## src/rtl/shared_reg_arbiter.sv

```systemverilog
// ---------------------------------------------------------------------------
// shared_reg_arbiter
//
// Round-robin arbiter that lets NUM_REQ producers share a single registered
// WIDTH-bit output stage. Each accepted beat is stored in the output register
// together with the index of the requester that sent it. The output stage
// drains and reloads in the same cycle, so it can carry one beat per cycle.
//
// Optional feature (compile-time macro SHARED_REG_ARB_LOCK_EN):
//   This adds the req_lock port and a two-state OPEN/LOCKED FSM. While LOCKED,
//   one requester keeps ownership for up to DEPTH consecutive beats. Without
//   the macro, the arbiter is pure round robin and the FSM and counter do not
//   exist.
//
// Parameters:
//   NUM_REQ  number of requesters (2..16)
//   WIDTH    data width per beat
//   DEPTH    maximum consecutive beats under lock (2..256)
//   IDW      width of the requester index
//
// Ports:
//   clk        rising-edge clock
//   rst_n      asynchronous active-low reset
//   req_valid  per-requester beat valid
//   req_data   packed beats, requester i at [i*WIDTH +: WIDTH]
//   req_lock   per-requester burst-lock request (only with the macro)
//   req_ready  one-hot (or zero) grant; a beat moves on req_valid & req_ready
//   out_valid  the output register holds a beat
//   out_ready  downstream accepts the held beat
//   out_data   registered beat
//   out_id     index of the requester that produced out_data
// ---------------------------------------------------------------------------
module shared_reg_arbiter #(
  parameter int NUM_REQ = 4,
  parameter int WIDTH   = 8,
  parameter int DEPTH   = 16,
  parameter int IDW     = $clog2(NUM_REQ)
) (
  input  logic                     clk,
  input  logic                     rst_n,
  input  logic [NUM_REQ-1:0]       req_valid,
  input  logic [NUM_REQ*WIDTH-1:0] req_data,
`ifdef SHARED_REG_ARB_LOCK_EN
  input  logic [NUM_REQ-1:0]       req_lock,
`endif
  output logic [NUM_REQ-1:0]       req_ready,
  output logic                     out_valid,
  input  logic                     out_ready,
  output logic [WIDTH-1:0]         out_data,
  output logic [IDW-1:0]           out_id
);

  // Stop elaboration if a parameter is outside its legal range.
  if (NUM_REQ < 2 || NUM_REQ > 16) begin : g_bad_num_req
    $error("shared_reg_arbiter: NUM_REQ out of range");
  end
  if (DEPTH < 2 || DEPTH > 256) begin : g_bad_depth
    $error("shared_reg_arbiter: DEPTH out of range");
  end

  // Returns the index after k, wrapping from NUM_REQ-1 to 0. NUM_REQ does not
  // have to be a power of two.
  function automatic logic [IDW-1:0] next_idx(input logic [IDW-1:0] k);
    return (k == IDW'(NUM_REQ - 1)) ? '0 : k + 1'b1;
  endfunction

  logic [IDW-1:0] ptr;
  logic           load_ok;
  logic           rr_found;
  logic [IDW-1:0] rr_idx;
  int             scan_idx;
  logic           win_found;
  logic [IDW-1:0] win_idx;
  logic           xfer;

  assign load_ok = !out_valid || out_ready;

  // Round-robin search. It starts at ptr and goes upward with wrap-around.
  // The first asserted req_valid wins.
  // NOTE: every variable this block writes gets a default first, so no path
  // can leave a value unassigned and infer a latch.
  always_comb begin
    rr_found = 1'b0;
    rr_idx   = ptr;
    scan_idx = 0;
    for (int i = 0; i < NUM_REQ; i++) begin
      scan_idx = int'(ptr) + i;
      if (scan_idx >= NUM_REQ) scan_idx = scan_idx - NUM_REQ;
      if (!rr_found && req_valid[scan_idx]) begin
        rr_found = 1'b1;
        rr_idx   = IDW'(scan_idx);
      end
    end
  end

`ifdef SHARED_REG_ARB_LOCK_EN
  localparam int CNTW = $clog2(DEPTH + 1);

  localparam logic STATE_OPEN   = 1'b0;
  localparam logic STATE_LOCKED = 1'b1;

  logic            state;
  logic [IDW-1:0]  owner;
  logic [CNTW-1:0] cnt;
  logic            abandon;

  // While LOCKED, only the owner can win. The value of ptr does not matter.
  always_comb begin
    if (state == STATE_LOCKED) begin
      win_found = req_valid[owner];
      win_idx   = owner;
    end else begin
      win_found = rr_found;
      win_idx   = rr_idx;
    end
  end

  // If the owner drops its valid while the stage could have loaded, the owner
  // has given up the lock.
  assign abandon = (state == STATE_LOCKED) && load_ok && !req_valid[owner];
`else
  assign win_found = rr_found;
  assign win_idx   = rr_idx;
`endif

  // req_ready is forced low while reset is held, even though the output
  // stage looks empty and could load.
  assign xfer = rst_n && load_ok && win_found;

  always_comb begin
    req_ready = '0;
    if (xfer) req_ready[win_idx] = 1'b1;
  end

  // Output register. It loads on a transfer, empties when drained without a
  // refill, and otherwise holds its value.
  // NOTE: sequential state is updated with non-blocking assignments only, so
  // every flop samples values from before the edge.
  always_ff @(posedge clk or negedge rst_n) begin
    if (!rst_n) begin
      out_valid <= 1'b0;
      out_data  <= '0;
      out_id    <= '0;
    end else if (xfer) begin
      out_valid <= 1'b1;
      out_data  <= req_data[win_idx*WIDTH +: WIDTH];
      out_id    <= win_idx;
    end else if (out_ready) begin
      out_valid <= 1'b0;
    end
  end

`ifdef SHARED_REG_ARB_LOCK_EN
  // Round-robin pointer plus the lock FSM. An abandoned lock also moves the
  // pointer past the owner, so the owner does not win again right away.
  always_ff @(posedge clk or negedge rst_n) begin
    if (!rst_n) begin
      ptr   <= '0;
      state <= STATE_OPEN;
      owner <= '0;
      cnt   <= '0;
    end else begin
      if (xfer) ptr <= next_idx(win_idx);
      case (state)
        STATE_OPEN: begin
          if (xfer && req_lock[win_idx]) begin
            state <= STATE_LOCKED;
            owner <= win_idx;
            cnt   <= CNTW'(1);
          end
        end
        default: begin
          if (xfer) begin
            if (!req_lock[owner] || (cnt + CNTW'(1) == CNTW'(DEPTH))) begin
              state <= STATE_OPEN;
              cnt   <= '0;
            end else begin
              cnt <= cnt + CNTW'(1);
            end
          end else if (abandon) begin
            state <= STATE_OPEN;
            cnt   <= '0;
            ptr   <= next_idx(owner);
          end
        end
      endcase
    end
  end
`else
  always_ff @(posedge clk or negedge rst_n) begin
    if (!rst_n) begin
      ptr <= '0;
    end else if (xfer) begin
      ptr <= next_idx(win_idx);
    end
  end
`endif

endmodule

```

## config.mk

```make
export PLATFORM = sky130hd
export DESIGN_NAME = shared_reg_arbiter
export DESIGN_NICKNAME = d
export VERILOG_FILES = /design/src/rtl/shared_reg_arbiter.sv
export SDC_FILE = /design/constraint.sdc
export NUM_CORES = 1
export LEC_CHECK = 0
export CORE_AREA = 2 2 55 57
export DETAILED_ROUTE_END_ITERATION = 8
export DIE_AREA = 0 0 57 59
export PLACE_DENSITY_LB_ADDON = 0.3
export SLEW_MARGIN = 20
export SYNTH_ARGS = -nofsm -noshare
export SYNTH_HDL_FRONTEND = slang
export SYNTH_SLANG_ARGS = --single-unit
```

## constraint.sdc

```tcl
create_clock -name clk -period 1.8 [get_ports clk]
set_input_delay 0.36 -clock clk [delete_from_list [all_inputs] [get_ports clk]]
set_output_delay 0.36 -clock clk [all_outputs]
set_load 0.1 [all_outputs]
```

**After elaboration in Yosys (flattened, before gate mapping)**

Cells that the tools add are included.

- Flip-flop bits (word level): 13
- Input port bits: 39
- Output and inout bits: 15
- Word-level logic and storage cells: 66

- Add/sub/neg operators: 8
- $lt $le $gt $ge: 10
- Equality and inequality tests: 1
- Shift operators: 1
- Mux-type cells: 30
- Reduce and logical (&&, ||, !) cells: 12

Operator list:

| operator | number |
|---|---|
| 32-bit by 4-bit < comparator with 1-bit output, second input constant | 4 |
| 32-bit two-way mux | 4 |
| 32-bit by 6-bit indexed part select with 8-bit output | 1 |
| 1-bit two-way mux | 15 |
| 3-bit by 3-bit subtractor with 4-bit output, second input constant | 3 |
| 2-bit two-way mux | 5 |
| 3-bit greater-or-equal comparator, second input constant | 3 |
| 1-bit binary-select mux with 2-bit select | 4 |
| 2-bit by 2-bit adder with 3-bit output, second input constant | 2 |
| 1-bit logical AND | 6 |
| 1-bit logical NOT | 4 |
| 4-bit two-way mux | 1 |
| 2-bit by 3-bit subtractor with 4-bit output, second input constant | 1 |
| 2-bit by 1-bit adder with 3-bit output, second input constant | 1 |
| 2-bit by 3-bit greater-or-equal comparator with 1-bit output, second input constant | 1 |
| 2-bit by 3-bit < comparator with 1-bit output, second input constant | 1 |
| 2-bit by 1-bit adder with 2-bit output, second input constant | 1 |
| 1-bit demux with 2-bit select | 1 |
| 2-bit equality test, second input constant | 1 |
| 2-bit by 1-bit greater-or-equal comparator with 1-bit output, second input constant | 1 |
| 2-bit nonzero test | 1 |
| 1-bit logical OR | 1 |

**Longest topological paths before layout**

Gate-level depths: netlist of run 1.

- Word-level depth: 20
- Gate-level depth with buffers: 9
- Mapped depth without buffers: 7

**Least setup slack after synthesis of run 1**

No wires, ideal clock.

- Kind: reg2out
- From: reg out_valid
- To: out req_ready[0]
- Arrival time: 2.763 ns
- Data required time: 1.440 ns
- Path slack: -1.323 ns
- Cell stages (with the launch flop): 6
- Path buffers: 1
- Cells stage by stage: dfrtp_1 -> nand2b_1 -> nor2b_1 -> nand2b_1 -> clkbuf_1 -> nor2_1

- Cells in the longest elaborated chain, start to end: 5

RTL lines:

| element | RTL line | RTL |
|---|---|---|
| start: declaration | 47 | `output logic out_valid,` |
| start signal: assignment | 141 | `out_valid <= 1'b0;` |
| start signal: assignment | 145 | `out_valid <= 1'b1;` |
| start signal: assignment | 149 | `out_valid <= 1'b0;` |
| 1-bit logical NOT | 76 | `assign load_ok = !out_valid \|\| out_ready;` |
| 1-bit logical OR | 76 |  |
| 1-bit logical AND (2 in series) | 128 | `assign xfer = rst_n && load_ok && win_found;` |
| 4-bit two-way mux | 132 | `if (xfer) req_ready[win_idx] = 1'b1;` |
| end: declaration | 46 | `output logic [NUM_REQ-1:0] req_ready,` |

Every way passes these cells.

**Worst setup path after layout of run 1**

- From: in req_valid[1]
- To: out req_ready[2]

- Cells in the longest elaborated chain, start to end: 18
- Elaborated cells between the ends (all ways): 33
- Those cells by class: order compare: 2; mux: 23; reduce/logical: 8

RTL lines:

| element | RTL line | RTL |
|---|---|---|
| start: declaration | 41 | `input logic [NUM_REQ-1:0] req_valid,` |
| 1-bit binary-select mux with 2-bit select | 89 | `if (!rr_found && req_valid[scan_idx]) begin` |
| 1-bit two-way mux (implied by the code) (2 in series) | 89 |  |
| 1-bit two-way mux | 89 |  |
| 1-bit logical NOT | 89 |  |
| 1-bit logical AND | 89 |  |
| 1-bit two-way mux | 89 |  |
| 1-bit logical NOT | 89 |  |
| 1-bit logical AND | 89 |  |
| 1-bit two-way mux | 89 |  |
| 1-bit logical NOT | 89 |  |
| 1-bit logical AND | 89 |  |
| 2-bit two-way mux | 89 |  |
| 2-bit by 3-bit < comparator with 1-bit output (implied by the code) or 2-bit by 1-bit greater-or-equal comparator with 1-bit output (tied branches) | 132 |  |
| 1-bit logical AND (implied by the code) | 132 |  |
| 1-bit two-way mux (implied by the code) | 132 |  |
| 1-bit demux with 2-bit select | 132 |  |
| 4-bit two-way mux (*) | 132 |  |

Mark *: on every way between the ends. The rest lies on a longest branch, timed or not. The select of a mux whose other input is x is not followed.

==> results.txt, run 1 <==
- The flow ran to the end, but the final reports show violations.
* Failing checks: setup timing
- CTS clock-pin slew for the worst setup and hold paths: 0.08 ns
- Post-synthesis cell area: about 830 um2
- Rows: 19
- The worst setup path is of the in2out kind.
- For the worst-skew pair, the clock arrives at the later sink with an insertion delay of about 0.27 ns.
- Number of unique standard cell types used by synthesis: 23
- The region available for standard cell placement spans ~0.0027 mm2.
- For this run the aggregate overflow at the end of global routing stands at 0.
- For this run, design rule violations remaining after detail routing come to 0.
- Final hold slack: approximately 0.19 ns
- After synthesis the netlist holds a flip-flop and latch count of 13.
- Number of optimization iterations in the first detailed-route pass: 4
* Cell-by-cell trace of the critical path: dlygate4sd2_1, nor3b_1, o22a_1, o22ai_4, buf_4, buf_6, nor2_4, buf_12
- Post-route cell area: around 0.0018 mm2
- For this design, the slowest cell found on the critical path is dlygate4sd2_1.
- Time the worst path needs with I/O delays and setup: between 2 and 2.5 ns
* Final worst clock skew: between 0.003 and 0.004 ns
* Count of H-tree levels built during CTS: 1
- Counting every instance in the synthesized netlist gives 84.
- During synthesis, Yosys emitted a total of 0 warnings.
* Net Count, Synth: 124
- The analysis attributes to cell leakage a power of 0.825 nW.
- Met1 Usage GRT: a little under a fifth
* Placed instance area: 0.00168 mm2
- Maximum root-to-sink buffer count: 2
- The clock drives 13 sinks.
- Buffers placed on the I/O ports in this run total 53.
- The global routing stage identified its most utilized layer as met2.
* Net count of the finished layout: around 200
- Peak VDD IR: approximately 1.3 mV
- Post-synthesis average cell area: about 10 um2
- Number of buffers added by the clock tree synthesis step: 3
- CTS tree: built
- Using the TritonRoute via totals, the vias-per-cell ratio works out to 4.87.
* Fraction of final layout cells sized beyond drive strength 1: between 30% and 40%
- In this run the remaining antenna-violating nets after routing total 0.
- The most used flip-flop cell after synthesis is dfrtp_1.
* Highest fanout seen on the critical path: 6
- Setup repair after global routing missed its margin: yes
- Measured against its own limit, the worst slew margin works out to approximately 82%.
- Number of global-route vias before repair: 1034
- After synthesis, the largest area contributor takes up 39.0% of total cell area.
- Final HPWL from detailed placement: 2140 um
* Grt met2 use: 33.0%
* Global-route wire length before repair: roughly 4600 um
- The die covers around 0.0034 mm2.
- The largest single stage delay on the critical path is between 0.3 and 0.4 ns.
- Of all flip-flops after synthesis, the portion carrying an async set or reset was between 90% and 100%.
- dfrtp_1 takes more of the synthesized area than any other cell.
* Root Buffer: clkbuf_4
- At the end of routability-driven placement, the weighted congestion stood at around 0.79.
- The number of max-slew violations in the final report came to 0.
- The worst setup path is captured at an output port.
- Required time of the worst setup path: 1.44 ns
- Setup violations, final: 7
* Total Routed Length: approximately 2800 um
- The area growth from synthesis to layout is 115%.
* Number of top-level design ports: 54
- P per Cell Area: about 1600 mW/mm2
- Hold Buf Count CTS: 0
- CP Launch Type: primary input
- Via count: roughly 920
* Final worst-path cycle share: 118%
* All-Layer GR Usage: 17.8%
- Sequential fraction of the synthesis area: between 30% and 40%
- Max-cap violations in this run came to 0.
- The floorplan step set the die width to approximately 57 um.
* Iter 0 DRT Violations: 35
- Once routing completed, OpenROAD measured the worst setup slack at -0.326 ns.
- Worst endpoint data arrival time: between 1.5 and 2 ns
- Worst Tran Pin Value: 0.265 ns
* Die Y-Extent: between 50 and 60 um
- After detailed routing, the average wire length per cell comes to 14.6 um.
- Entering global routing, the biggest net connects 14 pins.
* Final Hold Vio Count: 0
- Met3 Usage GRT: roughly 5.2%
- The path class of the tightest hold or removal check is in2async.
- Top post-synthesis cells by area: dfrtp_1 39%, mux2i_1 19%, o221ai_1 11%, nand2_1 7.2%, buf_12 2.4%
- Total inserted antenna cells: 0
- Counting flops with a built-in enable in the synthesized netlist gives 0.
- Timing would allow up to 470 MHz.
- Effective utilization at floorplan: 30.7%
* Number of antenna violations at the first check in global routing: 0
==> timing repair <==
item / in CTS / in global routing
setup endpoints to repair: 12 / 12
gates resized for setup: 18 / 2
buffers inserted: 6 / 0
pin swaps: 4 / 3
==> sequential cells by signal, summed over array words and instances (netlist names) <==
signal,flops
out_data,8
out_valid,1
ptr,2
out_id,2
==> worst paths after layout <==
path / start / slack [ns] / cells after the start / to
setup / recovery: req_valid[1] / -0.33 / 8 / req_ready[2]
max in group asynchronous: rst_n / 1.43 / 2 / out_valid$_DFFE_PN0P_
hold reg to reg: out_data[7]$_DFFE_PN0P_ / 0.55 / 2 / out_data[7]$_DFFE_PN0P_
setup reg to reg: ptr[1]$_DFFE_PN0P_ / -0.06 / 8 / out_data[1]$_DFFE_PN0P_
min in group clk: out_data[7]$_DFFE_PN0P_ / 0.55 / 2 / out_data[7]$_DFFE_PN0P_
hold / removal: rst_n / 0.19 / 2 / ptr[0]$_DFFE_PN0P_
==> Yosys cell counts (2+ instances only) <==
cell type	n
mux2i_1	16
nand2_1	16
dfrtp_1	13
o221ai_1	10
inv_1	4
a21oi_1	3
nand2b_1	3
nor2_1	3
buf_2	2
==> final cells by class <==
type / instances / area [um2]
Fill cell: 219 / 917
Clock buffer: 4 / 26.3
Inverter: 5 / 21.3
Sequential cell: 13 / 332
Multi-Input combinational cell: 61 / 524
Tap cell: 31 / 38.8
Timing Repair Buffer: 75 / 851
==> metrics by stage <==
step | setup WS [ns] | std cells | total power [mW] | util, % | TNS (ns)
3_5_place_dp | -0.643 | 180 | 2.57 | 62.0 | -6.31
6_report | -0.326 | 189 | 2.88 | 66.2 | -1.29
5_1_grt | -0.367 | 189 | 3.01 | 66.2 | -1.98
2_1_floorplan | -0.241 | 84 | 1.79 | - | -0.863
3_3_place_gp | -0.528 | 180 | 2.53 | 62.0 | -5.62
4_1_cts | -0.351 | 189 | 2.89 | 66.1 | -1.60
==> layer usage <==
layer,vias up,part of all wire (%)
met5,-,0
met4,0,0.51
met3,2,8.4
met2,41,53
met1,421,38
li1,457,-
==> cell families after synthesis <==
| kind of cell | count (synthesis) | synth area share [%] |
|---|---|---|
| compound gates | 19 | 19.4 |
| fa+ha+maj | 1 | 1.50 |
| buf+inv | 10 | 7.66 |
| flops | 13 | 39.0 |
| mux | 16 | 19.2 |
| simple gates | 25 | 13.2 |
==> power breakdown <==
part / total (mW) / switching, mW / internal (mW)
Combinational: 2.13 / 1.26 / 0.866
Clock: 0.183 / 0.0975 / 0.0859
Sequential: 0.565 / 0.146 / 0.418
==> placed cells by master (no fill, tap or decap), types with 2 or more instances in the layout <==
cell / count
nand2_1: 16
mux2i_1: 16
dlygate4sd2_1: 5
nor2_4: 3
dfrtp_2: 2
nand2b_4: 2
inv_2: 2
a21oi_1: 2
clkdlybuf4s50_1: 33
o221ai_1: 8
dfrtp_1: 10
inv_1: 2
buf_4: 20
clkbuf_4: 3
o221ai_2: 2
buf_12: 15
==> worst max-delay path: cells and delay by family <==
family | cells | cell delay (ns)
buf+inv | 4 | 0.77
simple gates | 2 | 0.33
compound gates | 2 | 0.30
No activity file was read; power rests on OpenSTA's default activity.
==> run 2, diff against run 1 <==
Settings changed: CORE_AREA 2 2 55 57 to 2 2 56 58, DIE_AREA 0 0 57 59 to 0 0 58 60, PLACE_DENSITY set to 0.78, PLACE_DENSITY_LB_ADDON 0.3 to not set.
==> results.txt, run 2 (synthesis results as in run 1) <==
- TritonCTS built the clock tree.
- The post-route worst setup slack came to -0.295 ns (+0.0309 ns).
- End of the worst register-to-register path: out_data[6]$_DFFE_PN0P_
- Post-placement cell count: 184 (+2.2%)
- Worst reg2reg setup slack: -0.01 ns (+0.05 ns)
- Clock latency at the later pin of the worst-skew pair: 0.26 ns (about the same)
- The depth of the worst register-to-register path came to 7 (-1).
- Failing checks: setup timing
* Number of remaining DRC errors: 0 (unchanged)
* Via count: 947 (+2.8%)
- The relative slew slack was 81.7% (-0.62 points).
- Peak VDD IR: 1.01 mV (-22%)
- The placed wire-length estimate after detailed placement was 2180 um (+2.2%).
- Number of vias per cell after detailed routing: 5.01 (+2.8%)
- Cell-by-cell trace of the critical path: nor3b_2, o22a_1, o22ai_2, inv_4, buf_4, nor2_4, buf_12
- CTS clock-pin slew for the worst setup and hold paths: 0.08 ns (about the same)
- The maximum frequency from static timing analysis was 477 MHz (+1.5%).
* Crit-path max cell delay: 0.42 ns (+0.11 ns)
* Kind of cell with the highest combined delay on the critical path: flip-flops
- In the layout the commonest cells are 34 x clkdlybuf4s50_1, 19 x buf_4, 16 x nand2_1, 16 x buf_12, 15 x mux2i_1.
- Ranked by flip-flop count, first place goes to out_data.
- The number of search-and-repair iterations in the first detailed-routing pass is 4 (unchanged).
* Total clock sinks: 13 (unchanged)
* Number of buffers added by the clock tree synthesis step: 3 (unchanged)
- Setup repair after global routing missed its margin: yes
- Reg2Reg Launch Point: ptr[1]$_DFFE_PN0P_
- The static leakage came to 0.816 nW (-1.1%).
* Largest registers: out_data (8), out_id (2), ptr (2)
* Crit-path slowest cell: dfrtp_1
- Final worst-path cycle share: 116% (-1.7 points)
- The max-cap check violation count was 0 (unchanged).
- Final number of max-transition violations: 0 (unchanged)
- The first-pass GRT wire length came to 4350 um (-5.5%).
- The aggregate global routing overflow came to 0 (unchanged).
* Most common cell after layout, fill and taps aside: clkdlybuf4s50_1
* Die W: 58 um (+1.8%)
* CP Launch Type: register
- The number of buffer and inverter instances along the worst setup path was 3 (-1).
* All-Layer GR Usage: 16.4% (-1.4 points)
- Net count of the finished layout: 197 (-1.0%)
* Maximum root-to-sink buffer count: 2 (unchanged)
- The required time of the worst setup path was 1.44 ns (about the same).
* Routed WL per cell: 14.6 um (+0.11%)
- The total negative slack came to -1.11 ns (+0.180 ns).
- Number of top-level design ports: 54 (unchanged)
- Die Y-Extent: 60 um (+1.7%)
* Overall die area: 0.00348 mm2 (+3.5%)
- The run finished, with violations left.
* Total Routed Length: 2760 um (+0.11%)
* Effective utilization at floorplan: 28.7% (-2.0 points)
- Antenna-violating nets left: 0 (unchanged)
* Count of H-tree levels built during CTS: 1 (unchanged)
- Number of global-route vias before repair: 1013 (-2.0%)
* Filler-free cell count of the finished design: 189 (unchanged)
- The total inserted antenna cells is 0 (unchanged).
- The share of cells above drive strength 1 is 36.5% (-1.4 points).
* Iter 0 DRT Violations: 37 (+5.7%)
- Origin of the worst setup path: ptr[1]$_DFFE_PN0P_
* Synth-to-layout area growth: 114%
* Root Buffer: clkbuf_4
- The critical path depth was 7 (-1).
- The total of buffers placed on input and output ports came to 53 (unchanged).
* Largest register FFs: 8 (unchanged)
- Number of antenna violations at the first check in global routing: 0 (unchanged)
* Final estimated routing congestion in global placement: 0.794 (+0.15%)
* Worst endpoint data arrival time: 1.73 ns (-0.04 ns)
- The maximum number of pins on one net before global-route repair is 14 (unchanged).
* Area of the core region: 0.00290 mm2 (+7.1%)
- The time the worst path needs with I/O delays and setup is 2.09 ns (-0.0309 ns).
* P per Cell Area: 1600 mW/mm2 (-0.30%)
- Worst Tran Pin Value: 0.274 ns (+0.00929 ns)
* Final worst clock skew: 0.00309 ns (-0.0000329 ns)
* End of the critical path: req_ready[1]
* Highest fanout seen on the critical path: 4 (-2)
- STA classifies the critical path endpoint as an output port.
- The setup-violating endpoint count in the final report was 5 (-2).
- The setup path with the least slack is of type reg2out.
- The number of buffers inserted for hold repair after clock tree synthesis is 0 (unchanged).
- Worst min-delay path category: in2async
- Final Hold Vio Count: 0 (unchanged)
- The number of cell rows was 20 (+1).
-- run 2: final cells by class --
| class | instances | area (um2) |
|---|---|---|
| Sequential cell | 13 | 329 |
| Timing Repair Buffer | 73 | 841 |
| Multi-Input combinational cell | 61 | 524 |
| Clock buffer | 4 | 26.3 |
| Tap cell | 33 | 41.3 |
| Fill cell | 243 | 1120 |
| Inverter | 5 | 21.3 |
-- run 2: stage by stage --
step                      hold slack, ns  instance area, um2  setup WS (ns)  util (%)  power [mW]
after floorplan                   0.0644                 881         -0.241         -        1.79
after global placement             0.530                1710         -0.492      59.0        2.59
after detailed placement           0.521                1710         -0.564      59.0        2.63
after CTS                          0.464                1780         -0.308      61.3        2.86
after global routing               0.470                1780         -0.363      61.4        2.98
final                              0.466                1780         -0.295      61.4        2.85
-- run 2: worst min path at each step --
stage / from / end / slack [ns] / cells past startpoint
after floorplan: rst_n / out_data[0]$_DFFE_PN0P_ / 0.06 / 0
after global placement: out_data[3]$_DFFE_PN0P_ / out_data[3]$_DFFE_PN0P_ / 0.53 / 2
after detailed placement: out_id[0]$_DFFE_PN0P_ / out_id[0]$_DFFE_PN0P_ / 0.52 / 2
after CTS: rst_n / out_id[0]$_DFFE_PN0P_ / 0.46 / 2
after global routing: rst_n / ptr[0]$_DFFE_PN0P_ / 0.47 / 2
final: rst_n / out_valid$_DFFE_PN0P_ / 0.47 / 2
-- run 2: metal layers --
metal  vias up  global-route usage (%)  routed length (um)
met5         -                       0                   0
met4         0                    5.32                  19
met3         2                    2.60                 154
met2        37                    31.0                1520
met1       459                    18.8                1070
li1        449                       -                   -
-- run 2: power breakdown --
part           switching (mW)  total [mW]  internal [mW]
clock                  0.0894       0.175         0.0856
combinational            1.25        2.11          0.864
sequential              0.149       0.563          0.414
-- run 2: timing repair --
action | 4_1_cts | 5_1_grt
setup endpoints to repair | 12 | 12
pin swaps | 2 | 5
gates resized for setup | 13 | 2
buffers inserted | 2 | 0
